## config.mk

```make
export PLATFORM = sky130hd
export DESIGN_NAME = imem_loader_flat
export DESIGN_NICKNAME = d
export VERILOG_FILES = /design/src/rtl/imem_loader_if.sv /design/src/rtl/imem_loader.sv /design/src/flat_wrapper.sv
export SDC_FILE = /design/constraint.sdc
export NUM_CORES = 1
export LEC_CHECK = 0
export ABC_AREA = 1
export ABC_CLOCK_PERIOD_IN_PS = 3900
export CAP_MARGIN = 20
export CORE_ASPECT_RATIO = 0.75
export CORE_MARGIN = 2
export CORE_UTILIZATION = 50
export CTS_CLUSTER_SIZE = 28
export DETAILED_ROUTE_END_ITERATION = 8
export MAX_ROUTING_LAYER = met4
export PLACE_DENSITY = 0.74
export SLEW_MARGIN = 40
export SYNTH_ARGS = -nofsm -noshare
export SYNTH_HDL_FRONTEND = slang
export SYNTH_SLANG_ARGS = --single-unit
export TNS_END_PERCENT = 5
```

## constraint.sdc

```tcl
create_clock -name clk_i -period 3.9 [get_ports clk_i]
set_input_delay 0.39 -clock clk_i [delete_from_list [all_inputs] [get_ports clk_i]]
set_output_delay 0.39 -clock clk_i [all_outputs]
set_load 0.01 [all_outputs]
```

## src/rtl/imem_loader_if.sv

```systemverilog
// Command, byte-stream and memory write-port bundle for the instruction memory loader.
interface imem_loader_if #(parameter int ADDR_W = 64);
  logic              start_i;
  logic [ADDR_W-1:0] base_addr_i;
  logic [15:0]       len_i;
  logic [7:0]        csum_i;
  logic              byte_valid_i;
  logic [7:0]        byte_data_i;
  logic              byte_ready_o;
  logic              we_o;
  logic [ADDR_W-1:0] waddr_o;
  logic [7:0]        wdata_o;
  logic              busy_o;
  logic              done_o;
  logic              range_err_o;
  logic              csum_err_o;
  logic              cpu_hold_o;

  modport slave (
    input  start_i, base_addr_i, len_i, csum_i, byte_valid_i, byte_data_i,
    output byte_ready_o, we_o, waddr_o, wdata_o, busy_o, done_o,
           range_err_o, csum_err_o, cpu_hold_o
  );

  modport master (
    output start_i, base_addr_i, len_i, csum_i, byte_valid_i, byte_data_i,
    input  byte_ready_o, we_o, waddr_o, wdata_o, busy_o, done_o,
           range_err_o, csum_err_o, cpu_hold_o
  );
endinterface

```

## src/rtl/imem_loader.sv

```systemverilog
// Streams bytes into the Y86 instruction memory with range and XOR-checksum checks;
// holds fetch off until a load completes cleanly.
module imem_loader #(
  parameter int MEM_BYTES = 1024,
  parameter int ADDR_W    = 64
) (
  input  logic          clk_i,
  input  logic          rst_i,
  imem_loader_if.slave  bus
);

  typedef enum logic [2:0] {S_IDLE, S_LOAD, S_CHECK, S_DONE, S_ERROR} state_t;

  localparam logic [ADDR_W:0] MEM_LIMIT = (ADDR_W+1)'(MEM_BYTES);

  state_t            state_q, state_d;
  logic [ADDR_W-1:0] addr_q, addr_d;
  logic [15:0]       rem_q, rem_d;
  logic [7:0]        csum_q, csum_d;
  logic [7:0]        exp_q, exp_d;
  logic              rng_q, rng_d;   // distinguishes range vs checksum failure in ERROR
  logic              we_q, we_d;
  logic [ADDR_W-1:0] waddr_q, waddr_d;
  logic [7:0]        wdata_q, wdata_d;
  logic [ADDR_W:0]   end_addr;
  logic              over;

  assign end_addr = {1'b0, bus.base_addr_i} + (ADDR_W+1)'(bus.len_i);
  assign over     = end_addr > MEM_LIMIT;

  always_comb begin
    state_d = state_q;
    addr_d  = addr_q;
    rem_d   = rem_q;
    csum_d  = csum_q;
    exp_d   = exp_q;
    rng_d   = rng_q;
    we_d    = 1'b0;
    waddr_d = waddr_q;
    wdata_d = wdata_q;
    case (state_q)
      S_IDLE, S_DONE, S_ERROR: begin
        if (bus.start_i) begin
          csum_d = 8'h00;
          exp_d  = bus.csum_i;
          addr_d = bus.base_addr_i;
          rem_d  = bus.len_i;
          rng_d  = over;
          if (over)                  state_d = S_ERROR;
          else if (bus.len_i == '0)  state_d = S_CHECK;
          else                       state_d = S_LOAD;
        end
      end
      S_LOAD: begin
        if (bus.byte_valid_i) begin
          we_d    = 1'b1;
          waddr_d = addr_q;
          wdata_d = bus.byte_data_i;
          addr_d  = addr_q + 1'b1;
          rem_d   = rem_q - 1'b1;
          csum_d  = csum_q ^ bus.byte_data_i;
          if (rem_q == 16'd1) state_d = S_CHECK;
        end
      end
      S_CHECK: begin
        rng_d   = 1'b0;
        state_d = (csum_q == exp_q) ? S_DONE : S_ERROR;
      end
      default: state_d = S_IDLE;
    endcase
  end

  always_ff @(posedge clk_i) begin
    if (rst_i) begin
      state_q <= S_IDLE;
      addr_q  <= '0;
      rem_q   <= '0;
      csum_q  <= '0;
      exp_q   <= '0;
      rng_q   <= 1'b0;
      we_q    <= 1'b0;
      waddr_q <= '0;
      wdata_q <= '0;
    end else begin
      state_q <= state_d;
      addr_q  <= addr_d;
      rem_q   <= rem_d;
      csum_q  <= csum_d;
      exp_q   <= exp_d;
      rng_q   <= rng_d;
      we_q    <= we_d;
      waddr_q <= waddr_d;
      wdata_q <= wdata_d;
    end
  end

  assign bus.byte_ready_o = (state_q == S_LOAD);
  assign bus.busy_o       = (state_q == S_LOAD) || (state_q == S_CHECK);
  assign bus.done_o       = (state_q == S_DONE);
  assign bus.range_err_o  = (state_q == S_ERROR) && rng_q;
  assign bus.csum_err_o   = (state_q == S_ERROR) && !rng_q;
  assign bus.cpu_hold_o   = (state_q != S_DONE);
  assign bus.we_o         = we_q;
  assign bus.waddr_o      = waddr_q;
  assign bus.wdata_o      = wdata_q;

endmodule
```

## src/flat_wrapper.sv

```systemverilog
// flat-port wrapper written by rule: the top's interface ports become plain ports
module imem_loader_flat 
#(
  parameter int MEM_BYTES = 1024,
  parameter int ADDR_W    = 64
)
  (clk_i, rst_i, bus_start_i, bus_base_addr_i, bus_len_i, bus_csum_i, bus_byte_valid_i, bus_byte_data_i, bus_byte_ready_o, bus_we_o, bus_waddr_o, bus_wdata_o, bus_busy_o, bus_done_o, bus_range_err_o, bus_csum_err_o, bus_cpu_hold_o);
  imem_loader_if #(.ADDR_W(ADDR_W)) bus_i ();
  input  logic clk_i;
  input  logic rst_i;
  input wire logic [$bits(bus_i.start_i)-1:0] bus_start_i;
  input wire logic [$bits(bus_i.base_addr_i)-1:0] bus_base_addr_i;
  input wire logic [$bits(bus_i.len_i)-1:0] bus_len_i;
  input wire logic [$bits(bus_i.csum_i)-1:0] bus_csum_i;
  input wire logic [$bits(bus_i.byte_valid_i)-1:0] bus_byte_valid_i;
  input wire logic [$bits(bus_i.byte_data_i)-1:0] bus_byte_data_i;
  output wire logic [$bits(bus_i.byte_ready_o)-1:0] bus_byte_ready_o;
  output wire logic [$bits(bus_i.we_o)-1:0] bus_we_o;
  output wire logic [$bits(bus_i.waddr_o)-1:0] bus_waddr_o;
  output wire logic [$bits(bus_i.wdata_o)-1:0] bus_wdata_o;
  output wire logic [$bits(bus_i.busy_o)-1:0] bus_busy_o;
  output wire logic [$bits(bus_i.done_o)-1:0] bus_done_o;
  output wire logic [$bits(bus_i.range_err_o)-1:0] bus_range_err_o;
  output wire logic [$bits(bus_i.csum_err_o)-1:0] bus_csum_err_o;
  output wire logic [$bits(bus_i.cpu_hold_o)-1:0] bus_cpu_hold_o;
  assign bus_i.start_i = bus_start_i;
  assign bus_i.base_addr_i = bus_base_addr_i;
  assign bus_i.len_i = bus_len_i;
  assign bus_i.csum_i = bus_csum_i;
  assign bus_i.byte_valid_i = bus_byte_valid_i;
  assign bus_i.byte_data_i = bus_byte_data_i;
  assign bus_byte_ready_o = bus_i.byte_ready_o;
  assign bus_we_o = bus_i.we_o;
  assign bus_waddr_o = bus_i.waddr_o;
  assign bus_wdata_o = bus_i.wdata_o;
  assign bus_busy_o = bus_i.busy_o;
  assign bus_done_o = bus_i.done_o;
  assign bus_range_err_o = bus_i.range_err_o;
  assign bus_csum_err_o = bus_i.csum_err_o;
  assign bus_cpu_hold_o = bus_i.cpu_hold_o;
  imem_loader #(.MEM_BYTES(MEM_BYTES), .ADDR_W(ADDR_W)) u_core (.clk_i(clk_i), .rst_i(rst_i), .bus(bus_i));
endmodule
```

==> results_dict.tcl <==
set metrics [dict create \
    io_pins 179 \
    avgSynthCellArea_um2 6.06 \
    numCtsBuffers 17 \
    die_h_um 140 \
    antenna_found_initial 0 \
    crit_fanout 4 \
    drive_above_1_share 0.0603 \
    critical_path_class "input pin to register" \
    worst_slew_pin_slew_ns 0.780 \
    clk_pin_slew_worst_paths_ns 0.08 \
    max_stage_delay_ns 0.51 \
    yosys_warnings 0 \
    finClkSkew_ns 0.0122 \
    rsz0062_at_grt "false" \
    finalCritPeriodShare 0.868 \
    cts_resized 0 \
    area_growth_pct 21.3 \
    status "complete, no violations" \
    synth_flop_cell "dfxtp_1" \
    synth.ff_latch_count 173 \
    p_per_area_mw_per_mm2 297 \
    synthTopCellsByCount "nand2_1 (504), inv_1 (265), nor2_1 (224)" \
    fill_cells 2377 \
    worstSetupStartpointType "input pin" \
    cp_common_cell "nand2_1" \
    drv_slew 0 \
    fmax_mhz 295 \
    hold_slack_ns 0.472 \
    finalSetupViolations 0 \
    synth-edff-count 0 \
    vias_per_cell 5.61 \
    end_kind "register" \
    grt_max_degree 118 \
    synth.net_count 2161 \
    cp.required_ns 4.20 \
    grt_pass1_wl_um 70900 \
    dr_total_vias 14100 \
    cts_buffer_depth 2 \
    dr.pass1.iters 8 \
    synth.largest_area_cell "dfxtp_1" \
    path_cells "clkdlybuf4s50_1 > ha_1 > fa_1 > nand3_1 > nand3_1 > nand2_1 > nand2_1 > nand2_1 > nand3_2 > nand2_1 > nand2_1 > nor2_1 > nand2_1 > nor2_1 > nand3_1 > nor2_2 > nand3_1 > nand2_1 > nand2_1 > nand2_1 > a21oi_1" \
    die_area_mm2 0.0260 \
    syn-cell-area_mm2 0.0124 \
    drv_cap 0 \
    vdd_ir_drop_max_v 0.000342 \
    cts_hold_buf 0 \
    cts_tree "built" \
    die_x_um 186 \
    slowest_stage "clkdlybuf4s50_1" \
    initial_core_util 0.512 \
    cts_setup_buffers 0 \
    synth_top_area_frac 0.280 \
    drc_errors 0 \
    p_leak_nw 6.37 \
    rows 49 \
    wl_per_cell_um 18.1 \
    drt-initial-drc-count 1478 \
    clock-root-buffer "clkbuf_16" \
    syn_inst 2041 \
    gp_congestion 1.05 \
    grt_usage 0.358 \
    setup_tns_ns 0 \
    relSlewSlack 0.480 \
    critPathArrivalTime_ns 3.69 \
    min_period_ns 3.39 \
    antenna_left 0 \
    dp_hpwl_um 35800 \
    hold_viol 0 \
    overflow 0 \
    routed_wl_um 45600 \
    hp-class "register to register" \
    ys_seq_area_frac 0.280 \
    ys_top_cells_by_area "dfxtp_1 (28%), nand2_1 (15%), inv_1 (8.0%), a21oi_1 (7.7%), nor2_1 (6.8%)" \
    diodes 0 \
    io_buffers 178 \
    nets 2296 \
    yosys.cell_count.top_type "nand2_1" \
    clock_latency_ns 0.44 \
    htreeDepth 4 \
    grt_pass1_vias 12800 \
    core_area_mm2 0.0242 \
    synthArstFlopShare 0 \
    yosysUniqueCellTypes 46 \
    cts_num_sinks 173 \
]
[logic make-up after synthesis]
family,synth area share
xor gates and xnor gates,0.0474
and+or+nand+nor,0.374
AOI/OAI and AO/OA,0.173
buffers and inverters,0.105
DFF,0.280
adders and majority gates,0.0208
[layer usage]
layer  part of all wire  track usage  vias up
met3              0.094       0.0614       42
li1                   -            -     6903
met2               0.44        0.545      676
met4              0.013       0.0692        0
met5                  0            -        -
met1               0.45        0.500     6512
[power breakdown]
group	switching [mW]	internal, mW
Clock	0.787	0.993
Sequential	0.0630	1.82
Combinational	0.509	0.283
Total	1.36	3.10
[worst max-delay path: cells and delay by family]
family,cells,cell delay [ns]
compound gates,1,0.06
fa+ha+maj,2,0.68
simple gates,17,2.03
buf+inv,1,0.51
[through the flow]
step           cell area, µm²  worst slack [ns]  instances  power [mW]   util
2_1_floorplan           12400              1.39       2041        2.37      -
3_3_place_gp            14400             0.214       2488        2.69  0.596
3_5_place_dp            14400             0.200       2488        2.69  0.596
4_1_cts                 15000             0.645       2520        4.44  0.621
5_1_grt                 15000             0.308       2520        4.62  0.621
6_report                15000             0.513       2520        4.46  0.621
[state kept, by name, summed over array words and instances (netlist names)]
register and cells:
u_core.csum_q 8, u_core.state_q 3, u_core.bus.waddr_o 64, u_core.addr_q 64, u_core.rng_q 1, u_core.bus.wdata_o 8
u_core.rem_q 16, u_core.exp_q 8, u_core.bus.we_o 1
[worst paths after layout]
path                      startpoint                     end  slack [ns]  cells after the start
setup / recovery  bus_base_addr_i[0]       u_core.state_q[2]        0.51                     21
hold / removal     u_core.addr_q[31]       u_core.addr_q[31]        0.47                      2
setup reg to reg   u_core.state_q[1]  u_core.bus.waddr_o[49]        0.86                      8
hold reg to reg    u_core.addr_q[31]       u_core.addr_q[31]        0.47                      2
[layout by cell type (no fill, tap or decap), types with 19 or more instances in the layout]
| cell | instances |
|---|---|
| clkdlybuf4s50_1 | 177 |
| nor2_2 | 22 |
| inv_1 | 263 |
| xor2_1 | 58 |
| nor2_1 | 224 |
| a21oi_1 | 190 |
| nor3_1 | 44 |
| nand2_2 | 22 |
| ha_1 | 19 |
| nand2_1 | 503 |
| nand4_1 | 38 |
| o21ai_0 | 168 |
| nand3_1 | 119 |
| dfxtp_1 | 173 |
[area by class of cell]
class | instances | area [µm²] | share of cell area
Timing Repair Buffer | 186 | 1870 | 0.124
Sequential cell | 173 | 3460 | 0.231
Inverter | 273 | 1030 | 0.0686
Clock buffer | 19 | 453 | 0.0302
Clock inverter | 13 | 153 | 0.0102
Tap cell | 331 | 414 | 0.0276
Multi-Input combinational cell | 1525 | 7620 | 0.508
(Power assumes the default switching activity.)
